File: src/rtl/id_ex_stage.sv
// ID/EX pipeline register with operand forwarding, shift-amount masking and
// load-use bubble insertion, feeding the execute-stage ALU.
module id_ex_stage #(
  parameter int XLEN   = 32,
  parameter int REG_AW = 5
) (
  input  logic              clk,
  input  logic              rst,
  input  logic              id_valid,
  input  logic [XLEN-1:0]   id_pc,
  input  logic [XLEN-1:0]   id_rs1_data,
  input  logic [XLEN-1:0]   id_rs2_data,
  input  logic [XLEN-1:0]   id_imm,
  input  logic [REG_AW-1:0] id_rs1_addr,
  input  logic [REG_AW-1:0] id_rs2_addr,
  input  logic [REG_AW-1:0] id_rd_addr,
  input  logic              id_uses_rs1,
  input  logic              id_uses_rs2,
  input  logic [4:0]        id_alu_sel,
  input  logic              id_a_pc,
  input  logic              id_b_imm,
  input  logic              id_reg_write,
  input  logic              id_mem_read,
  input  logic              id_mem_write,
  input  logic              stall,
  input  logic              flush,
  input  logic [REG_AW-1:0] exm_rd_addr,
  input  logic              exm_reg_write,
  input  logic [XLEN-1:0]   exm_result,
  input  logic [REG_AW-1:0] wb_rd_addr,
  input  logic              wb_reg_write,
  input  logic [XLEN-1:0]   wb_result,
  output logic [4:0]        ALUSignal,
  output logic [XLEN-1:0]   AiA,
  output logic [XLEN-1:0]   AiB,
  output logic              ex_valid,
  output logic [XLEN-1:0]   ex_pc,
  output logic [XLEN-1:0]   ex_store_data,
  output logic [REG_AW-1:0] ex_rd_addr,
  output logic              ex_reg_write,
  output logic              ex_mem_read,
  output logic              ex_mem_write,
  output logic              load_use_stall
);

  localparam logic [4:0] ALU_SLL = 5'd2;
  localparam logic [4:0] ALU_SRL = 5'd6;
  localparam logic [4:0] ALU_SRA = 5'd7;

  logic              valid_r;
  logic [XLEN-1:0]   pc_r;
  logic [XLEN-1:0]   rs1_data_r;
  logic [XLEN-1:0]   rs2_data_r;
  logic [XLEN-1:0]   imm_r;
  logic [REG_AW-1:0] rs1_addr_r;
  logic [REG_AW-1:0] rs2_addr_r;
  logic [REG_AW-1:0] rd_addr_r;
  logic [4:0]        alu_sel_r;
  logic              a_pc_r;
  logic              b_imm_r;
  logic              reg_write_r;
  logic              mem_read_r;
  logic              mem_write_r;

  logic              load_use_s;
  logic              bubble_s;
  logic [XLEN-1:0]   fwd_rs1_s;
  logic [XLEN-1:0]   fwd_rs2_s;
  logic [XLEN-1:0]   b_sel_s;
  logic [XLEN-1:0]   aib_s;

  // Youngest producer wins; x0 always reads its architectural zero-source value.
  function automatic logic [XLEN-1:0] fwd_pick(
    input logic [REG_AW-1:0] src,
    input logic [XLEN-1:0]   reg_data,
    input logic [REG_AW-1:0] e_rd,
    input logic              e_we,
    input logic [XLEN-1:0]   e_res,
    input logic [REG_AW-1:0] w_rd,
    input logic              w_we,
    input logic [XLEN-1:0]   w_res
  );
    logic [XLEN-1:0] r;
    if (e_we && (e_rd != {REG_AW{1'b0}}) && (e_rd == src)) begin
      r = e_res;
    end else if (w_we && (w_rd != {REG_AW{1'b0}}) && (w_rd == src)) begin
      r = w_res;
    end else begin
      r = reg_data;
    end
    return r;
  endfunction

  // Load-use hazard detection and bubble decision.
  always_comb begin
    load_use_s = valid_r && mem_read_r && (rd_addr_r != {REG_AW{1'b0}}) && id_valid &&
                 ((id_uses_rs1 && (id_rs1_addr == rd_addr_r)) ||
                  (id_uses_rs2 && (id_rs2_addr == rd_addr_r)));
    bubble_s   = rst || flush || (!stall && load_use_s);
  end

  // Pipeline register: bubble beats hold beats capture.
  always_ff @(posedge clk) begin
    if (bubble_s) begin
      valid_r     <= 1'b0;
      pc_r        <= {XLEN{1'b0}};
      rs1_data_r  <= {XLEN{1'b0}};
      rs2_data_r  <= {XLEN{1'b0}};
      imm_r       <= {XLEN{1'b0}};
      rs1_addr_r  <= {REG_AW{1'b0}};
      rs2_addr_r  <= {REG_AW{1'b0}};
      rd_addr_r   <= {REG_AW{1'b0}};
      alu_sel_r   <= 5'd0;
      a_pc_r      <= 1'b0;
      b_imm_r     <= 1'b0;
      reg_write_r <= 1'b0;
      mem_read_r  <= 1'b0;
      mem_write_r <= 1'b0;
    end else if (!stall) begin
      valid_r     <= id_valid;
      pc_r        <= id_pc;
      rs1_data_r  <= id_rs1_data;
      rs2_data_r  <= id_rs2_data;
      imm_r       <= id_imm;
      rs1_addr_r  <= id_rs1_addr;
      rs2_addr_r  <= id_rs2_addr;
      rd_addr_r   <= id_rd_addr;
      alu_sel_r   <= id_alu_sel;
      a_pc_r      <= id_a_pc;
      b_imm_r     <= id_b_imm;
      reg_write_r <= id_valid && id_reg_write;
      mem_read_r  <= id_valid && id_mem_read;
      mem_write_r <= id_valid && id_mem_write;
    end else begin
      valid_r     <= valid_r;
    end
  end

  // Operand forwarding and selection; shifts only see a 5-bit amount.
  always_comb begin
    fwd_rs1_s = fwd_pick(rs1_addr_r, rs1_data_r, exm_rd_addr, exm_reg_write, exm_result,
                         wb_rd_addr, wb_reg_write, wb_result);
    fwd_rs2_s = fwd_pick(rs2_addr_r, rs2_data_r, exm_rd_addr, exm_reg_write, exm_result,
                         wb_rd_addr, wb_reg_write, wb_result);
    if (b_imm_r) begin
      b_sel_s = imm_r;
    end else begin
      b_sel_s = fwd_rs2_s;
    end
    case (alu_sel_r)
      ALU_SLL, ALU_SRL, ALU_SRA: aib_s = {{(XLEN-5){1'b0}}, b_sel_s[4:0]};
      default:                   aib_s = b_sel_s;
    endcase
  end

  assign ALUSignal      = alu_sel_r;
  assign AiA            = a_pc_r ? pc_r : fwd_rs1_s;
  assign AiB            = aib_s;
  assign ex_valid       = valid_r;
  assign ex_pc          = pc_r;
  assign ex_store_data  = fwd_rs2_s;
  assign ex_rd_addr     = rd_addr_r;
  assign ex_reg_write   = valid_r && reg_write_r;
  assign ex_mem_read    = valid_r && mem_read_r;
  assign ex_mem_write   = valid_r && mem_write_r;
  assign load_use_stall = load_use_s;

endmodule

File: config.mk
export PLATFORM = sky130hd
export DESIGN_NAME = id_ex_stage
export DESIGN_NICKNAME = d
export VERILOG_FILES = /design/src/rtl/id_ex_stage.sv
export SDC_FILE = /design/constraint.sdc
export NUM_CORES = 1
export LEC_CHECK = 0
export ABC_AREA = 1
export CORE_ASPECT_RATIO = 1.4
export CORE_MARGIN = 1.5
export CORE_UTILIZATION = 39
export CTS_BUF_LIST = sky130_fd_sc_hd__clkbuf_8 sky130_fd_sc_hd__clkbuf_16
export CTS_CLUSTER_SIZE = 14
export DETAILED_ROUTE_END_ITERATION = 16
export PLACE_DENSITY = 0.77
export REMOVE_ABC_BUFFERS = 1
export SYNTH_ARGS = -nofsm -noshare
export SYNTH_HDL_FRONTEND = slang
export SYNTH_SLANG_ARGS = --single-unit
File: constraint.sdc
create_clock -name clk -period 1.55 [get_ports clk]
set_input_delay 0.2325 -clock clk [delete_from_list [all_inputs] [get_ports clk]]
set_output_delay 0.2325 -clock clk [all_outputs]
set_load 0.005 [all_outputs]
## Word level (Yosys, flattened, before mapping)

Index checks and enable logic that the tools add are counted.

| storage, ports and cells | value |
|---|---|
| word-level logic and storage cells | 56 |
| bits in registers | 154 |
| memories | 0 |
| output and inout port bits | 143 |
| bits in latches | 0 |
| memory bits (read-only) | 0 |
| input port bits | 236 |
| memory bits (writable) | 0 |

| operators by class | value |
|---|---|
| shift operators | 0 |
| add/sub/neg operators | 0 |
| mux-type cells | 7 |
| bitwise logic cells | 0 |
| div/mod/pow operators | 0 |
| reductions and logical operators | 26 |
| equal/unequal tests | 9 |
| $mul | 0 |
| magnitude comparators | 0 |

Operators by type and width:

| cell | number |
|---|---|
| 32-bit two-way mux | 7 |
| 5-bit equality test | 6 |
| 1-bit logical AND | 18 |
| 5-bit nonzero test | 3 |
| 5-bit by 3-bit equality test with 1-bit output (second input constant) | 2 |
| 5-bit by 2-bit equality test with 1-bit output (second input constant) | 1 |
| 1-bit logical OR | 3 |
| 3-bit OR reduction | 1 |
| 1-bit logical NOT | 1 |

## Longest topological paths before layout

| depth | value |
|---|---|
| depth in word-level cells | 7 |
| gate-level depth with buffers | 12 |
| gate-level depth less buffers | 11 |

## Worst setup path after synthesis

No wires, ideal clock.

| timing path | value |
|---|---|
| kind | register -> output |
| from | register rs1_addr_r[0] |
| to | output port AiA[10] |
| slack | -0.030 ns |
| required time | 1.317 ns |
| stages on the path, launching flop included | 9 |
| buffers on the path | 1 |
| arrival | 1.348 ns |
| cells stage by stage | dfxtp_1 > xnor2_1 > nand2_1 > nor3_2 > nand2_1 > clkbuf_1 > nand3_1 > nand2_1 > nand2_1 |

| between the ends | value |
|---|---|
| cells in the longest elaborated chain, start to end | 5 |
| elaborated cells on any way between the ends | 7 |
| classes of those cells | 2 x eq/ne; 3 x mux; 2 x reduce/logical |

RTL lines:

| item | line | source |
|---|---|---|
| from (decl) | 55 | `logic [REG_AW-1:0] rs1_addr_r;` |
| from (signal assigned) | 110 | `rs1_addr_r <= {REG_AW{1'b0}};` |
| from (signal assigned) | 125 | `rs1_addr_r <= id_rs1_addr;` |
| 5-bit equality test | 86 | `end else if (w_we && (w_rd != {REG_AW{1'b0}}) && (w_rd == src)) begin` |
| 1-bit logical AND | 86 |  |
| 32-bit two-way mux | 86 |  |
| 32-bit two-way mux * | 84 | `if (e_we && (e_rd != {REG_AW{1'b0}}) && (e_rd == src)) begin` |
| 32-bit two-way mux * | 157 | `assign AiA = a_pc_r ? pc_r : fwd_rs1_s;` |
| to (decl) | 34 | `output logic [XLEN-1:0] AiA,` |

Every way passes the cells marked *; elsewhere a longest branch is shown, timed or not.

## Worst setup path in the final report

| timing path | value |
|---|---|
| from | register rs1_addr_r[1] |
| to | output port AiA[31] |

The elaborated chain is that of the path after synthesis.

==> impl_metrics.json <==
{
  "critPathArrivalTime_ps": 2440,
  "relSlewSlack_pct": 71.5,
  "power.leakage_nw": 8.76,
  "core_um2": 22600,
  "track_usage_pct": 31.8,
  "finalCritPeriodShare_pct": 172,
  "worst_ep_required_time_ps": 1320,
  "syn_inst": 1404,
  "gp_congestion": 0.962,
  "hold_slack_ps": 242,
  "drive_gt1_share_pct": 33.0,
  "place_area_um2": 14000,
  "period_minus_slack_ps": 2670,
  "critPathLaunch": "rs1_addr_r[1]",
  "h-tree-depth": 4,
  "sw_frac_of_total_pct": 28.7,
  "clock_sinks": 154,
  "io_pins": 379,
  "worstHoldStart": "stall",
  "cp_common_cell": "nand2_2",
  "ys_ff_latch": 154,
  "port_buffers": 378,
  "syn_area_per_cell_um2": 6.40,
  "power.density_nw_per_um2": 688,
  "clk_pin_slew_ps": 70,
  "ys_warn_count": 0,
  "failed_checks": "setup timing",
  "power.total_mw": 12.0,
  "finalSetupViolations": 256,
  "cp-start-kind": "flop",
  "grt_pass1_vias": 11100,
  "die_area_um2": 24000,
  "power.internal_mw": 8.56,
  "clk_latency_ps": 440,
  "critical-path-max-stage-delay_ps": 370,
  "min_path_cells": 3,
  "timing.rr.start": "ex_rd_addr[3]",
  "root_buffer": "clkbuf_16",
  "ant_nets": 0,
  "grt_antenna_before_repair": 6,
  "syn_area_um2": 8990,
  "cp_max_fo": 3,
  "ys_seq_area_share_pct": 34.3,
  "yosysUniqueCellTypes": 29,
  "area_growth_pct": 94.2,
  "cts_tree": "built",
  "grt_overflow": 0,
  "stdcell_count": 2254,
  "worstMarginPinSlew_ps": 426,
  "hold_viol": 0,
  "initial_core_util_pct": 39.7,
  "die-height_um": 183,
  "fin_setup_tns_ps": -98470,
  "switching_power_mw": 3.45,
  "regToRegSetupSlack_ps": -150,
  "p_clk_share_pct": 38.2,
  "grt_pass1_wl_um": 59000,
  "max-vdd-ir-drop_uv": 784,
  "place_inst": 2100,
  "fin_nets": 2170,
  "num_rows": 65,
  "viasPerCell": 5.40,
  "place_hpwl_um": 27400,
  "status": "complete, but fails checks",
  "num_vias": 12200,
  "hold_class": "in2reg",
  "worstSetupEndpointType": "primary output",
  "clock.fmax_mhz": 374,
  "post-route-drc-count": 0,
  "grt_max_degree": 51,
  "cp-endpoint": "AiA[31]",
  "wl_um": 47800,
  "r2r_end": "rs2_data_r[22]",
  "ff2ff_path_depth": 11,
  "wire_per_inst_um": 21.2,
  "comb_power_share_pct": 26.9,
  "numCtsBuffers": 17,
  "dr.pass1.iters": 5,
  "die_w_um": 131,
  "cpMaxStageDelayCell": "dfxtp_4",
  "final_area_um2": 17500,
  "slew_viol_final": 0,
  "cap_violations": 0,
  "seqPwrFrac_pct": 34.9,
  "fin_skew_ps": 5.71,
  "worst_slack_ps": -1120,
  "crit_path_cell_trace": "xnor2_2, nand2_2, nor3_4, buf_12, buf_8, buf_12, buf_8, buf_6, nand3b_1, nand2_1, inv_2, nand2_2, nand2_2, buf_6",
  "drt_iter0_drc": 942,
  "ctsLongestPathBuffers": 2,
  "grt_setup_unrepaired": "true",
  "worst-setup-path-type": "reg2out"
}
[how the worst min path moves through the flow]
stage,endpoint
finish,ex_pc[14]
CTS,ex_pc[14]
global placement,rs1_data_r[8]
floorplan,ex_valid
global route,imm_r[14]
detailed placement,imm_r[0]
[cells in the mapped netlist]
cell | n | share of area [%]
a2111oi_4 | 1 | 0.31
a211oi_1 | 1 | 0.084
a21oi_1 | 33 | 1.8
a22oi_1 | 3 | 0.25
and2_1 | 5 | 0.35
buf_1 | 6 | 0.25
buf_2 | 43 | 2.4
buf_4 | 7 | 0.58
clkbuf_1 | 34 | 1.4
clkinv_1 | 1 | 0.042
dfxtp_1 | 154 | 34
inv_1 | 173 | 7.2
inv_2 | 2 | 0.084
mux2i_1 | 80 | 8.9
nand2_1 | 394 | 16
nand2_2 | 1 | 0.070
nand3_1 | 172 | 9.6
nand3_2 | 1 | 0.11
nand3b_1 | 28 | 2.3
nand4_1 | 2 | 0.14
nor2_1 | 169 | 7.1
nor3_1 | 1 | 0.056
nor3_2 | 1 | 0.11
nor3_4 | 1 | 0.18
o21ai_0 | 70 | 3.9
o21ai_1 | 1 | 0.056
o22ai_1 | 2 | 0.14
xnor2_1 | 5 | 0.49
xor2_1 | 13 | 1.3
[final cells by class]
cell class	instances	area (um^2)
Antenna cell	6	15.0
Clock buffer	18	439
Clock inverter	14	198
Fill cell	1541	5160
Inverter	176	678
Multi-Input combinational cell	984	6200
Sequential cell	154	3120
Tap cell	301	377
Timing Repair Buffer	601	6430
[flip-flops by register name, summed over array words and instances (netlist names), 5 cells and up]
name	flops
ALUSignal	5
ex_pc	32
ex_rd_addr	5
imm_r	32
rs1_addr_r	5
rs1_data_r	32
rs2_addr_r	5
rs2_data_r	32
[layer usage]
| metal | wire (um) | share of wire, % | global-route usage, % | up-vias |
|---|---|---|---|---|
| met3 | 3470 | 7.3 | 5.50 | 281 |
| met4 | 4140 | 8.7 | 22.1 | 0 |
| met1 | 16300 | 34 | 33.6 | 5625 |
| met2 | 23900 | 50 | 57.7 | 781 |
| met5 | 0 | 0 | 0 | - |
| li1 | - | - | - | 5482 |
[worst max-delay path: cells and delay by family, from the launching register on]
family        cells  cell delay, ps
buf+inv           7             770
simple gates      6             690
flops             1             370
xor+xnor          1             170
[through the flow]
| step | setup WS, ps | utilization [%] |
|---|---|---|
| finish | -1120 | 77.2 |
| floorplan | -1620 | - |
| global placement | -1190 | 61.8 |
| detailed placement | -1220 | 61.8 |
| CTS | -1160 | 67.7 |
| global route | -1190 | 77.2 |
[repair_timing]
action                     4_1_cts  5_1_grt
setup endpoints to repair      266      296
buffers inserted                44       63
cloned                           6       20
gates resized for setup        266      548
hold buffers                     0        0
pin swaps                       30       98
[power groups by stage]
| stage | clock [mW] | combinational [mW] | sequential (mW) |
|---|---|---|---|
| 6_report | 4.58 | 3.23 | 4.20 |
| 5_1_grt | 4.79 | 3.41 | 4.21 |
| 4_1_cts | 4.61 | 2.74 | 4.19 |
| 3_5_place_dp | 0 | 2.61 | 4.28 |
| 3_3_place_gp | 0 | 2.59 | 4.27 |
| 2_1_floorplan | 0 | 0.871 | 4.27 |
[logic make-up after synthesis]
family	Yosys count	share of synthesized area [%]
AOI/OAI and AO/OA	111	6.57
buffers and inverters	266	12.0
DFF	154	34.3
xor gates and xnor gates	18	1.75
muxes	80	8.91
and+or+nand+nor	775	36.5
[cells in the final DEF (no fill, tap or decap), types with 27 or more instances in the layout]
| cell | netlist | layout |
|---|---|---|
| clkdlybuf4s50_1 | 0 | 268 |
| dfxtp_1 | 154 | 139 |
| nand3b_1 | 28 | 28 |
| inv_1 | 173 | 160 |
| buf_6 | 0 | 73 |
| nand3_4 | 0 | 27 |
| a21oi_1 | 33 | 30 |
| clkbuf_16 | 0 | 35 |
| buf_2 | 43 | 38 |
| nand3_1 | 172 | 86 |
| buf_4 | 7 | 87 |
| buf_12 | 0 | 50 |
| clkbuf_2 | 0 | 38 |
| nor2_2 | 0 | 41 |
| nand2_4 | 0 | 38 |
| nand2_1 | 394 | 286 |
| nor2_1 | 169 | 122 |
| nand2_2 | 1 | 68 |
| mux2i_1 | 80 | 80 |
| nand3_2 | 1 | 60 |
| o21ai_0 | 70 | 69 |
Note: power is estimated with default switching activity, not from simulation.
